## src/rtl/uart_tx_fifo.sv

```systemverilog
// uart_tx_fifo: FIFO-buffered UART transmitter with configurable word width, stop bits and depth.
// Define UART_TX_PARITY_EN to add a parity bit per frame (even, or odd with PARITY_ODD=1).
module uart_tx_fifo #(
  parameter int CLOCK_RATE = 12000000,
  parameter int BAUD_RATE  = 115200,
  parameter int DATA_BITS  = 8,
  parameter int STOP_BITS  = 1,
  parameter int FIFO_DEPTH = 16,
  parameter int PARITY_ODD = 0
) (
  input  logic                        clk,
  input  logic                        rstN,
  input  logic                        txEn,
  input  logic                        wrEn,
  input  logic [DATA_BITS-1:0]        wrData,
  output logic                        full,
  output logic                        empty,
  output logic [$clog2(FIFO_DEPTH):0] level,
  output logic                        ovf,
  output logic                        txBusy,
  output logic                        txDone,
  output logic                        txOut
);

  localparam int CLKS_PER_BIT = CLOCK_RATE / BAUD_RATE;
  localparam int ADDR_W       = $clog2(FIFO_DEPTH);
  localparam int LEVEL_W      = ADDR_W + 1;
  localparam int BAUD_W       = $clog2(CLKS_PER_BIT);
  localparam int BIT_W        = $clog2(DATA_BITS);

  generate
    if (CLKS_PER_BIT < 2 || DATA_BITS < 5 || DATA_BITS > 9 ||
        STOP_BITS < 1 || STOP_BITS > 2 || FIFO_DEPTH < 2 ||
        (FIFO_DEPTH & (FIFO_DEPTH - 1)) != 0 ||
        PARITY_ODD < 0 || PARITY_ODD > 1) begin : g_bad_config
      $error("uart_tx_fifo: illegal parameter combination");
    end
  endgenerate

  typedef enum logic [2:0] {
    ST_IDLE,
    ST_START,
    ST_DATA,
`ifdef UART_TX_PARITY_EN
    ST_PARITY,
`endif
    ST_STOP
  } state_t;

  // FIFO storage and bookkeeping
  logic [DATA_BITS-1:0] mem_q [FIFO_DEPTH];
  logic [ADDR_W-1:0]    wr_ptr_q, rd_ptr_q;
  logic [LEVEL_W-1:0]   level_q, level_d;
  logic                 ovf_q;
  logic                 push, pop;
  logic [DATA_BITS-1:0] head;

  // Transmitter
  state_t               state_q;
  logic [BAUD_W-1:0]    baud_q;
  logic [BIT_W-1:0]     bit_q;
  logic [DATA_BITS-1:0] shift_q;
  logic                 tx_q, done_q;
  logic                 baud_last, frame_end;
`ifdef UART_TX_PARITY_EN
  logic                 parity_q;
`endif

  assign full   = (level_q == LEVEL_W'(FIFO_DEPTH));
  assign empty  = (level_q == '0);
  assign level  = level_q;
  assign ovf    = ovf_q;
  assign txBusy = (state_q != ST_IDLE);
  assign txDone = done_q;
  assign txOut  = tx_q;
  assign head   = mem_q[rd_ptr_q];

  assign baud_last = (baud_q == BAUD_W'(CLKS_PER_BIT - 1));
  assign frame_end = (state_q == ST_STOP) && baud_last && (bit_q == BIT_W'(STOP_BITS - 1));
  // A pop into an empty FIFO is impossible because it looks at the registered level only.
  assign pop  = txEn && !empty && ((state_q == ST_IDLE) || frame_end);
  assign push = wrEn && (!full || pop);

  always_comb begin
    // NOTE: default first so every path assigns level_d and no latch is inferred.
    level_d = level_q;
    case ({push, pop})
      2'b10:   level_d = level_q + LEVEL_W'(1);
      2'b01:   level_d = level_q - LEVEL_W'(1);
      default: ;
    endcase
  end

  always_ff @(posedge clk or negedge rstN) begin
    if (!rstN) begin
      wr_ptr_q <= '0;
      rd_ptr_q <= '0;
      level_q  <= '0;
      ovf_q    <= 1'b0;
    end else begin
      level_q <= level_d;
      if (push) wr_ptr_q <= wr_ptr_q + ADDR_W'(1);
      if (pop)  rd_ptr_q <= rd_ptr_q + ADDR_W'(1);
      if (wrEn && !push) ovf_q <= 1'b1;
    end
  end

  // NOTE: storage has no reset; the pointers and level alone define which entries are valid.
  always_ff @(posedge clk) begin
    if (push) mem_q[wr_ptr_q] <= wrData;
  end

  always_ff @(posedge clk or negedge rstN) begin
    if (!rstN) begin
      state_q  <= ST_IDLE;
      baud_q   <= '0;
      bit_q    <= '0;
      shift_q  <= '0;
      tx_q     <= 1'b1;
      done_q   <= 1'b0;
`ifdef UART_TX_PARITY_EN
      parity_q <= 1'b0;
`endif
    end else begin
      // NOTE: non-blocking assignments so every register sees pre-edge values of the others.
      done_q <= 1'b0;
      if (state_q == ST_IDLE) baud_q <= '0;
      else                    baud_q <= baud_last ? '0 : baud_q + BAUD_W'(1);

      // txOut is the line value of the state being left, hence one clock behind the FSM.
      case (state_q)
        ST_IDLE: tx_q <= 1'b1;
        ST_START: begin
          tx_q <= 1'b0;
          if (baud_last) begin
            bit_q   <= '0;
            state_q <= ST_DATA;
          end
        end
        ST_DATA: begin
          tx_q <= shift_q[0];
          if (baud_last) begin
            shift_q <= shift_q >> 1;
            if (bit_q == BIT_W'(DATA_BITS - 1)) begin
              bit_q   <= '0;
`ifdef UART_TX_PARITY_EN
              state_q <= ST_PARITY;
`else
              state_q <= ST_STOP;
`endif
            end else begin
              bit_q <= bit_q + BIT_W'(1);
            end
          end
        end
`ifdef UART_TX_PARITY_EN
        ST_PARITY: begin
          tx_q <= parity_q;
          if (baud_last) state_q <= ST_STOP;
        end
`endif
        ST_STOP: begin
          tx_q <= 1'b1;
          if (baud_last) begin
            if (bit_q == BIT_W'(STOP_BITS - 1)) begin
              done_q  <= 1'b1;
              bit_q   <= '0;
              state_q <= ST_IDLE;
            end else begin
              bit_q <= bit_q + BIT_W'(1);
            end
          end
        end
        default: state_q <= ST_IDLE;
      endcase

      // A pop overrides the IDLE return above, giving back-to-back frames.
      if (pop) begin
        shift_q  <= head;
`ifdef UART_TX_PARITY_EN
        parity_q <= (^head) ^ PARITY_ODD[0];
`endif
        state_q  <= ST_START;
      end
    end
  end

endmodule

```

## config.mk

```make
export PLATFORM = sky130hd
export DESIGN_NAME = uart_tx_fifo
export DESIGN_NICKNAME = d
export VERILOG_FILES = /design/src/rtl/uart_tx_fifo.sv
export SDC_FILE = /design/constraint.sdc
export NUM_CORES = 1
export LEC_CHECK = 0
export ABC_AREA = 0
export CORE_MARGIN = 2
export CORE_UTILIZATION = 45
export DETAILED_ROUTE_END_ITERATION = 10
export SETUP_SLACK_MARGIN = 0.2
export SLEW_MARGIN = 20
export SYNTH_ARGS = -nofsm -noshare
export SYNTH_HDL_FRONTEND = slang
export SYNTH_SLANG_ARGS = --single-unit
```

## constraint.sdc

```tcl
create_clock -name clk -period 3.1 [get_ports clk]
set_clock_uncertainty 0.1 [all_clocks]
set_input_delay 0.93 -clock clk [delete_from_list [all_inputs] [get_ports clk]]
set_output_delay 0.93 -clock clk [all_outputs]
set_load 0.005 [all_outputs]
```

==> results_dict.tcl <==
set metrics [dict create \
    cts_inserted_buffers 17 \
    syn_avg_cell_area_sq_um 16.8 \
    pwr-share-seq_pct 48.3 \
    cts_tree "yes" \
    crit_slowest_cell "or4_4" \
    drv_slew 0 \
    grt_pass1_wl_um 21900 \
    cp_slowest_stage_delay_ns 0.55 \
    clk_path_buf_depth 2 \
    status "completed" \
    postLayoutCellArea_sq_mm 0.00832 \
    pwr-share-comb_pct 14.6 \
    h-tree-depth 4 \
    postSynth.asyncResetShare_pct 22.0 \
    viasPerCell 5.47 \
    crit_buf_inv 1 \
    synth_ff_type "edfxtp_1" \
    ys_ff_latch 164 \
    cts.clk_slew.worst_paths_ns 0.07 \
    port_buffers 22 \
    hold_viol_final 0 \
    synthDistinctLibCells 49 \
    die-area_sq_mm 0.0163 \
    sw_frac_of_total_pct 25.6 \
    final_core_util_pct 55.1 \
    synth.cell_area_sq_mm 0.00688 \
    syn_nets 438 \
    nFillCells 1205 \
    cpLargestDelayFamily "simple AND/OR/NAND/NOR gates" \
    clk_latency_ns 0.43 \
    drt_pass1_iterations 4 \
    fin_nets 510 \
    synth_top_area_share_pct 55.9 \
    coreArea_sq_mm 0.0151 \
    die_w_um 128 \
    mostFrequentLayoutCell "edfxtp_1" \
    diodes 0 \
    drc 0 \
    synthCells 409 \
    fp.dieH_um 128 \
    gp_congestion 0.806 \
    hold_buffers 0 \
    cp-end-kind "output pin" \
    critPathRequiredTime_ns 2.07 \
    maxCapViolations 0 \
    vias 3728 \
    place_area_sq_mm 0.00757 \
    p_clk_share_pct 37.1 \
    seq_area_frac_synth_pct 69.0 \
    leakage_nw 3.02 \
    synth.area.top_cells "edfxtp_1 56%, dfrtp_1 13%, mux4_2 10%, ha_1 2.9%, a22oi_1 1.6%" \
    grt_usage_pct 18.5 \
    tightest_slew_ns 0.862 \
    grt_pass1_vias 3920 \
    place_hpwl_um 9030 \
    period_share_pct 92.0 \
    pin_count 23 \
    drive_gt1_share_pct 28.7 \
    cp_max_fo 4 \
    r2r_cells 10 \
    p_total_mw 5.72 \
    rsz0062_at_grt "no" \
    power_switching_mw 1.46 \
    fmax_mhz 351 \
    cp.arrival_ns 1.82 \
    yosys_warnings 0 \
    p_int_mw 4.25 \
    cts_root_buffer "clkbuf_16" \
    synth-edff-count 128 \
    hold_class "flip-flop to flip-flop" \
    slew_headroom_pct 42.5 \
    peakVddDrop_mv 0.444 \
    crit_type "flip-flop to output pin" \
    path_depth 3 \
    area_growth_pct 21.0 \
    mostFrequentLayoutCells "128 x edfxtp_1, 48 x buf_4, 32 x mux4_2, 31 x dfrtp_1" \
    cts_sinks 164 \
    yosysTopAreaCell "edfxtp_1" \
    cellPowerDensity_mw_per_mm2 687 \
    drt-total-wl_um 13800 \
    wire_per_inst_um 20.2 \
    setup_viol 0 \
    grt_antenna_before_repair 0 \
    hold_path_depth 1 \
    grt_max_degree 37 \
    holdWs_ns 0.363 \
    period_needed_ns 2.85 \
    num_rows 45 \
    start_kind "flip-flop" \
    worstPathCellList "or4_4 -> nor2_4 -> dlygate4sd2_1" \
    overflow 0 \
    drt-initial-drc-count 281 \
    ant_nets 0 \
    initial_core_util_pct 45.6 \
]
## power groups by stage
stage,logic [mW],clock network [mW],registers [mW]
6_report,0.836,2.12,2.76
3_5_place_dp,0.727,0,2.81
4_1_cts,0.792,2.16,2.78
5_1_grt,0.918,2.24,2.78
3_3_place_gp,0.719,0,2.80
2_1_floorplan,0.426,0,2.74
## cells in the mapped netlist (5+ instances only)
master	count
a21oi_1	13
a22oi_1	15
and3_1	9
clkbuf_1	10
dfrtp_1	35
edfxtp_1	128
ha_1	16
inv_1	11
mux2i_1	11
mux4_2	32
nand2_1	19
nand2b_1	5
nor2_1	19
nor3_1	10
o21ai_0	8
xnor2_1	11
## metrics by stage
stage	TNS, ns	instances	worst slack [ns]
after floorplan	0	409	0.116
after global placement	-11.63	638	-0.341
after detailed placement	-15.43	638	-0.390
final	0	682	0.249
after global routing	0	682	0.198
after CTS	0	677	0.101
## sequential cells by signal, summed over array words and instances, names as in the netlist
| register | cells |
|---|---|
| shift_q | 8 |
| bit_q | 3 |
| mem_q | 128 |
| baud_q | 7 |
| wr_ptr_q | 4 |
| level | 5 |
| rd_ptr_q | 4 |
| ovf | 1 |
| txOut | 1 |
| txDone | 1 |
| state_q | 2 |
## path summary, 6_finish.rpt
path,from,endpoint,slack [ns]
worst max-delay path,level[1]$_DFFE_PN0P_,empty,0.25
max in group asynchronous,rstN,rd_ptr_q[0]$_DFFE_PN0N_,1.80
worst min register to register,ovf$_DFFE_PN0P_,ovf$_DFFE_PN0P_,0.36
worst min-delay path,ovf$_DFFE_PN0P_,ovf$_DFFE_PN0P_,0.36
min in group asynchronous,rstN,txDone$_DFF_PN0_,0.51
worst max register to register,baud_q[0]$_DFF_PN0_,level[4]$_DFFE_PN0P_,0.38
## what timing repair did
item	4_1_cts	5_1_grt
setup buffers	7	5
setup endpoints to repair	5	11
resized for setup	10	8
pin swaps	5	2
## area by class of cell
class / instances / area, sq um / share of cell area (%)
Clock buffer: 18 / 429 / 5.16
Clock inverter: 14 / 168 / 2.02
Inverter: 12 / 47.5 / 0.572
Multi-Input combinational cell: 214 / 2070 / 24.9
Sequential cell: 164 / 4750 / 57.1
Tap cell: 188 / 235 / 2.83
Timing Repair Buffer: 72 / 618 / 7.43
## per-layer routing
| metal | wire (um) | part of all wire, % | global-route usage, % | up-vias |
|---|---|---|---|---|
| met5 | 0 | 0 | 0 | - |
| met4 | 172 | 1.2 | 6.21 | 0 |
| met3 | 597 | 4.3 | 4.02 | 13 |
| met2 | 6980 | 51 | 31.0 | 64 |
| met1 | 6010 | 44 | 24.1 | 1913 |
| li1 | - | - | - | 1738 |
## logic make-up after synthesis
family	share of synthesized area [%]
DFF	69.0
and+or+nand+nor	6.57
AOI/OAI and AO/OA	5.15
muxes	12.2
buffers and inverters	1.89
adders and majority gates	3.20
xor gates and xnor gates	1.91
Power figures use the tool's default switching activity.
